### src/rtl/chip_link_pkg.sv
// chip_link_pkg: types and sizing helpers shared by the chip-link transmitter
// (chip_link_tx) and its mirror receiver (chip_link_rx).
//   link_state_e   : link-level FSM states
//   clog2          : ceil(log2(value)), 0 for value <= 1
//   calc_cw        : connection-select bits for CONNECT connections
//   calc_nb        : beats per routed word
//   calc_padded_w  : routed word width rounded up to whole beats
//   idx_w          : counter width able to index n items (at least 1 bit)
package chip_link_pkg;

    typedef enum logic [1:0] {
        IDLE,
        SEND,
        WAIT_ERR,
        RETRY
    } link_state_e;

    function automatic int unsigned clog2(input int unsigned value);
        int unsigned r;
        r = 0;
        for (int unsigned i = 0; i < 32; i++) begin
            if ((64'd1 << i) < 64'(value)) begin
                r = i + 1;
            end
        end
        return r;
    endfunction

    function automatic int unsigned calc_cw(input int unsigned connect);
        return clog2(connect);
    endfunction

    function automatic int unsigned calc_nb(input int unsigned fw,
                                            input int unsigned connect,
                                            input int unsigned beat_w);
        return (fw + calc_cw(connect) + beat_w - 1) / beat_w;
    endfunction

    function automatic int unsigned calc_padded_w(input int unsigned fw,
                                                  input int unsigned connect,
                                                  input int unsigned beat_w);
        return calc_nb(fw, connect, beat_w) * beat_w;
    endfunction

    function automatic int unsigned idx_w(input int unsigned n);
        return (n > 1) ? clog2(n) : 1;
    endfunction

endpackage

### src/rtl/chip_link_beat_mux.sv
// chip_link_beat_mux: selects beat beat_idx of the padded word and produces
// its even parity bit, optionally inverted for error injection.
//   padded_word : NB*CHIPDATA_WIDTH word, beat k at [k*W +: W]
//   beat_idx    : beat to present
//   inject      : invert the parity of the presented beat
//   beat_data   : selected beat ('0 for an index beyond NB-1)
//   beat_par    : XOR of beat_data, XOR inject
module chip_link_beat_mux
    import chip_link_pkg::*;
#(
    parameter int unsigned CHIPDATA_WIDTH = 16,
    parameter int unsigned NB             = 4,
    parameter int unsigned IDX_W          = idx_w(NB)
) (
    input  logic [NB*CHIPDATA_WIDTH-1:0] padded_word,
    input  logic [IDX_W-1:0]             beat_idx,
    input  logic                         inject,
    output logic [CHIPDATA_WIDTH-1:0]    beat_data,
    output logic                         beat_par
);

    always_comb begin
        beat_data = '0;
        for (int unsigned k = 0; k < NB; k++) begin
            if (beat_idx == IDX_W'(k)) begin
                beat_data = padded_word[k*CHIPDATA_WIDTH +: CHIPDATA_WIDTH];
            end
        end
        beat_par = (^beat_data) ^ inject;
    end

endmodule

### src/rtl/chip_link_tx.sv
// chip_link_tx: peer-side chip-link transmitter. Latches one routed word
// {conn_sel, flit}, sends it as NB beats LSB-first with even parity, honours
// receiver backpressure and replays the whole word when the receiver flags a
// parity error, up to MAX_RETRY times, after which the word is dropped.
//   clk, rst_n        : clock, synchronous active-low reset
//   word_in/_valid    : word offered upstream; word_in_ready = block idle
//   send_data_out     : current beat; send_data_valid / send_data_ready handshake
//   send_data_par     : XOR of send_data_out
//   send_data_err     : receiver parity-error pulse (honoured in SEND/WAIT_ERR)
//   tx_done / tx_fail : one-cycle pulses, word delivered / dropped
//   retry_cnt         : retries used on the current word
// Optional: `define CHIP_LINK_TX_ERR_INJECT_EN adds inject_par_err, which
// inverts the parity of the presented beat until that beat transfers.
module chip_link_tx
    import chip_link_pkg::*;
#(
    parameter int unsigned FW             = 59,
    parameter int unsigned CONNECT        = 2,
    parameter int unsigned CHIPDATA_WIDTH = 16,
    parameter int unsigned ERR_WIN        = 4,
    parameter int unsigned MAX_RETRY      = 3
) (
    input  logic                                clk,
    input  logic                                rst_n,
    input  logic [FW+clog2(CONNECT)-1:0]        word_in,
    input  logic                                word_in_valid,
    output logic                                word_in_ready,
    output logic [CHIPDATA_WIDTH-1:0]           send_data_out,
    output logic                                send_data_valid,
    output logic                                send_data_par,
    input  logic                                send_data_ready,
    input  logic                                send_data_err,
`ifdef CHIP_LINK_TX_ERR_INJECT_EN
    input  logic                                inject_par_err,
`endif
    output logic                                tx_done,
    output logic                                tx_fail,
    output logic [clog2(MAX_RETRY+1)-1:0]       retry_cnt
);

    localparam int unsigned WW  = FW + calc_cw(CONNECT);
    localparam int unsigned NB  = calc_nb(FW, CONNECT, CHIPDATA_WIDTH);
    localparam int unsigned PW  = calc_padded_w(FW, CONNECT, CHIPDATA_WIDTH);
    localparam int unsigned BIW = idx_w(NB);
    localparam int unsigned WCW = idx_w(ERR_WIN);
    localparam int unsigned RCW = clog2(MAX_RETRY + 1);

    link_state_e         state, state_n;
    logic [WW-1:0]       shadow;
    logic [PW-1:0]       padded;
    logic [BIW-1:0]      beat_idx, beat_idx_n;
    logic [WCW-1:0]      win_cnt, win_cnt_n;
    logic [RCW-1:0]      retry_n;
    logic                load_word;
    logic                xfer;
    logic                inject_eff;
    logic [CHIPDATA_WIDTH-1:0] mux_data;
    logic                mux_par;

    assign word_in_ready   = (state == IDLE);
    assign send_data_valid = (state == SEND);
    assign xfer            = send_data_valid & send_data_ready;

    always_comb begin
        padded         = '0;
        padded[WW-1:0] = shadow;
    end

`ifdef CHIP_LINK_TX_ERR_INJECT_EN
    // A stalled beat keeps its corrupted parity even after the request drops,
    // so the receiver is guaranteed to see the bad beat when it finally takes it.
    logic inj_hold;

    always_ff @(posedge clk) begin
        if (!rst_n) begin
            inj_hold <= 1'b0;
        end else if (state != SEND || xfer || send_data_err) begin
            inj_hold <= 1'b0;
        end else begin
            inj_hold <= inj_hold | inject_par_err;
        end
    end

    assign inject_eff = send_data_valid & (inject_par_err | inj_hold);
`else
    assign inject_eff = 1'b0;
`endif

    chip_link_beat_mux #(
        .CHIPDATA_WIDTH (CHIPDATA_WIDTH),
        .NB             (NB),
        .IDX_W          (BIW)
    ) u_beat_mux (
        .padded_word (padded),
        .beat_idx    (beat_idx),
        .inject      (inject_eff),
        .beat_data   (mux_data),
        .beat_par    (mux_par)
    );

    assign send_data_out = send_data_valid ? mux_data : '0;
    assign send_data_par = send_data_valid & mux_par;

    always_comb begin
        state_n    = state;
        beat_idx_n = beat_idx;
        win_cnt_n  = win_cnt;
        retry_n    = retry_cnt;
        load_word  = 1'b0;
        tx_done    = 1'b0;
        tx_fail    = 1'b0;

        case (state)
            IDLE: begin
                if (word_in_valid) begin
                    state_n    = SEND;
                    beat_idx_n = '0;
                    retry_n    = '0;
                    load_word  = 1'b1;
                end
            end
            SEND, WAIT_ERR: begin
                // err takes priority over both the last-beat transfer and the
                // end of the error window.
                if (send_data_err) begin
                    if (retry_cnt < RCW'(MAX_RETRY)) begin
                        retry_n = retry_cnt + RCW'(1);
                        state_n = RETRY;
                    end else begin
                        state_n = IDLE;
                        tx_fail = 1'b1;
                    end
                end else if (state == SEND) begin
                    if (xfer) begin
                        if (beat_idx == BIW'(NB - 1)) begin
                            state_n   = WAIT_ERR;
                            win_cnt_n = '0;
                        end else begin
                            beat_idx_n = beat_idx + BIW'(1);
                        end
                    end
                end else begin
                    if (win_cnt == WCW'(ERR_WIN - 1)) begin
                        state_n = IDLE;
                        tx_done = 1'b1;
                    end else begin
                        win_cnt_n = win_cnt + WCW'(1);
                    end
                end
            end
            RETRY: begin
                state_n    = SEND;
                beat_idx_n = '0;
            end
            default: state_n = IDLE;
        endcase
    end

    always_ff @(posedge clk) begin
        if (!rst_n) begin
            state     <= IDLE;
            shadow    <= '0;
            beat_idx  <= '0;
            win_cnt   <= '0;
            retry_cnt <= '0;
        end else begin
            state     <= state_n;
            beat_idx  <= beat_idx_n;
            win_cnt   <= win_cnt_n;
            retry_cnt <= retry_n;
            if (load_word) begin
                shadow <= word_in;
            end
        end
    end

endmodule

### config.mk
export PLATFORM = sky130hd
export DESIGN_NAME = chip_link_tx
export DESIGN_NICKNAME = d
export VERILOG_FILES = /design/src/rtl/chip_link_pkg.sv /design/src/rtl/chip_link_beat_mux.sv /design/src/rtl/chip_link_tx.sv
export SDC_FILE = /design/constraint.sdc
export NUM_CORES = 1
export LEC_CHECK = 0
export ABC_AREA = 1
export CAP_MARGIN = 30
export CORE_MARGIN = 2
export CORE_UTILIZATION = 39
export CTS_BUF_LIST = sky130_fd_sc_hd__clkbuf_16
export CTS_CLUSTER_DIAMETER = 200
export CTS_CLUSTER_SIZE = 28
export DETAILED_ROUTE_END_ITERATION = 8
export PLACE_DENSITY = 0.73
export SLEW_MARGIN = 10
export SYNTH_ARGS = -nofsm -noshare
export SYNTH_HDL_FRONTEND = slang
export SYNTH_SLANG_ARGS = --single-unit
### constraint.sdc
create_clock -name clk -period 4.3 [get_ports clk]
set_input_delay 0.86 -clock clk [delete_from_list [all_inputs] [get_ports clk]]
set_output_delay 0.86 -clock clk [all_outputs]
set_load 0.02 [all_outputs]
==> flow_summary.json <==
{
  "outcome": "completed",
  "max_cap_violations": 0,
  "synth-warning-count": 0,
  "r2r_start": "state[1]",
  "core_um2": 9240,
  "hold_depth": 2,
  "cp-start-kind": "register",
  "finalClockSkew_ns": 0.003810,
  "wl_mm": 10.06,
  "grt_max_degree": 65,
  "cp.required_ns": 3.44,
  "viasPerCell": 4.738,
  "rsz0062_at_grt": "no",
  "vias": 3795,
  "setup_tns_ns": 0,
  "ioPinCount": 88,
  "crit_type": "register to primary output",
  "multi_input_area_um2": 1989,
  "wl_per_cell_um": 12.56,
  "yosysUniqueCellTypes": 31,
  "overflow": 0,
  "period_share_pct": 92.14,
  "nNetsFinal": 741,
  "slew_violations": 0,
  "cts.clk_slew.worst_paths_ns": 0.06,
  "setup_viol": 0,
  "slew_headroom_pct": 57.06,
  "hold_class": "register to register",
  "globalplace.congestion": 0.8743,
  "grt_pass1_wl_mm": 16.94,
  "die_h_um": 101.5,
  "rrSetupSlack_ns": 2.22,
  "period_minus_slack_ns": 3.962,
  "filler_cell_count": 912,
  "r2r_cells": 10,
  "crit_fanout": 15,
  "diodes": 0,
  "cts_root_buf": "clkbuf_16",
  "drt-initial-drc-count": 191,
  "cp.arrival_ns": 3.10,
  "cp-end-kind": "primary output",
  "ys_seq_area_share_pct": 36.72,
  "place_area_um2": 4608,
  "ir_drop_uv": 404.0,
  "tightest_slew_ns": 0.6426,
  "dp_hpwl_mm": 7.554,
  "r2r_end": "state[1]",
  "grt_pass1_vias": 3737,
  "antenna_found_initial": 0,
  "clockBufferDepth": 2,
  "start_util_pct": 40.12,
  "holdPathEnd": "shadow[29]",
  "register_area_um2": 1361,
  "synth_seq_cells": 68,
  "portBuffers": 87,
  "postCtsHoldBufs": 0,
  "clk_latency_ns": 0.33,
  "p_per_area_nw_per_um2": 766.3,
  "cts.sinks": 68,
  "hold_viol": 0,
  "syn_inst": 592,
  "cts_max_level": 3,
  "synth_nets": 666,
  "die_w_um": 101.5,
  "cts_buffers": 9,
  "stdcell_area_um2": 4918,
  "drc": 0,
  "antenna_left": 0,
  "dr.pass1.iters": 4,
  "cts_tree": "built",
  "drive_gt1_share_pct": 5.952,
  "die_area_um2": 10300,
  "synth.avg_cell_area_um2": 6.262,
  "min-delay-start": "shadow[29]",
  "power.leakage_nw": 2.209,
  "num_rows": 35,
  "syn_area_um2": 3707,
  "fmax_mhz": 252.4,
  "grt_usage_pct": 20.68,
  "syn2layout_area_growth_pct": 32.67
}
-- Yosys cell counts --
cell	instances	share of area (%)
nand3_1	17	2.3
buf_2	2	0.27
a21oi_1	32	4.3
clkinv_1	1	0.10
a211oi_1	2	0.40
nand2_2	4	0.67
buf_6	5	1.5
o211a_1	1	0.27
nor2_1	150	15
nand2_1	154	16
clkbuf_1	19	1.9
nand3_2	1	0.27
a21boi_0	1	0.20
ha_1	9	3.0
a21boi_1	1	0.20
o2111ai_1	1	0.24
o21ai_0	66	8.9
nor2_2	1	0.17
inv_1	40	4.0
a31oi_1	1	0.17
a21oi_2	2	0.47
buf_1	1	0.10
inv_2	4	0.40
clkbuf_8	2	0.74
o21ai_1	1	0.13
nor3_1	1	0.13
dfxtp_1	68	37
o21ai_2	2	0.47
buf_8	1	0.40
a21oi_4	1	0.44
inv_4	1	0.17
-- worst max-delay path by stage --
stage | depth (start not counted) | to | slack, ns | start
floorplan | 17 | send_data_par | 1.59 | beat_idx[0]
global placement | 17 | send_data_par | 0.68 | beat_idx[1]
detailed placement | 15 | send_data_par | 0.60 | beat_idx[1]
CTS | 15 | send_data_par | 0.24 | beat_idx[1]
global route | 15 | send_data_par | 0.06 | beat_idx[0]
finish | 15 | send_data_par | 0.34 | beat_idx[0]
-- layout make-up --
cell class,count,share of cell area [%]
multi-input cells,448,40.45
inverters,46,3.561
well taps,129,3.282
clock buffers,9,4.579
flip-flops and latches,68,27.68
repair buffers,94,18.77
clock inverters,7,1.679
-- registers in the layout, indices dropped and copies added, names as in the netlist --
signal and cells:
beat_idx 2, retry_cnt 2, shadow 60, state 2, win_cnt 2
-- routing by layer --
layer | vias to the layer above | global-route usage [%] | part of all wire (%)
li1 | 2013 | - | -
met5 | - | 0 | 0
met2 | 99 | 34.82 | 48
met4 | 0 | 7.588 | 2.1
met1 | 1662 | 25.77 | 46
met3 | 21 | 4.762 | 4.6
-- placed cells by master (no fill, tap or decap), types with 8 or more instances in the layout --
cell / netlist / final
nand2_1: 154 / 154
nor2_1: 150 / 150
clkdlybuf4s50_1: 0 / 87
dfxtp_1: 68 / 68
o21ai_0: 66 / 66
inv_1: 40 / 40
a21oi_1: 32 / 32
nand3_1: 17 / 17
clkbuf_16: 0 / 9
ha_1: 9 / 8
-- power by group --
group / internal, W / switching, W / total [W] / leakage (nW)
Combinational: 0.000755 / 0.00135 / 0.00210 / 1.50
Sequential: 0.000803 / 0.000105 / 0.000908 / 0.562
Clock: 0.000459 / 0.000299 / 0.000758 / 0.145
-- stage by stage --
step / std cells / util, % / setup slack [ns] / hold slack (ns) / total power, W
floorplan: 592 / - / 1.585 / 0.4292 / 0.002520
global placement: 785 / 49.87 / 0.6817 / 0.4449 / 0.002953
detailed placement: 785 / 49.87 / 0.5989 / 0.4527 / 0.003004
CTS: 801 / 53.20 / 0.2390 / 0.4558 / 0.003776
global route: 801 / 53.23 / 0.05783 / 0.4970 / 0.004156
finish: 801 / 53.23 / 0.3381 / 0.4556 / 0.003769
-- critical path, cell delays in order, from the launching register on --
cell	delay, ns
dfxtp_1	0.33
inv_1	0.12
ha_1	0.45
inv_2	0.24
nor2_1	0.15
nor2_1	0.07
a21boi_1	0.24
nand2_1	0.08
nand2_1	0.09
nand2_1	0.05
nand2_1	0.06
nand2_1	0.05
nand2_1	0.06
nor2_1	0.05
nor2_2	0.09
clkdlybuf4s50_1	0.61
-- cell families (layout without fill, tap and decap cells) --
| kind of cell | after synthesis | in the layout | synth area share (%) |
|---|---|---|---|
| AND/OR/NAND/NOR | 328 | 328 | 34.32 |
| AO/OA/AOI/OAI | 111 | 111 | 16.23 |
| buffers and inverters | 76 | 156 | 9.686 |
| flip-flops | 68 | 68 | 36.72 |
| adder cells (fa/ha/maj) | 9 | 9 | 3.038 |
-- timing repair --
item,CTS,global route
gates resized for setup,0,1
hold endpoints to repair,0,0
setup endpoints to repair,0,1
setup buffers,0,0
No activity file was read; power rests on OpenSTA's default activity.
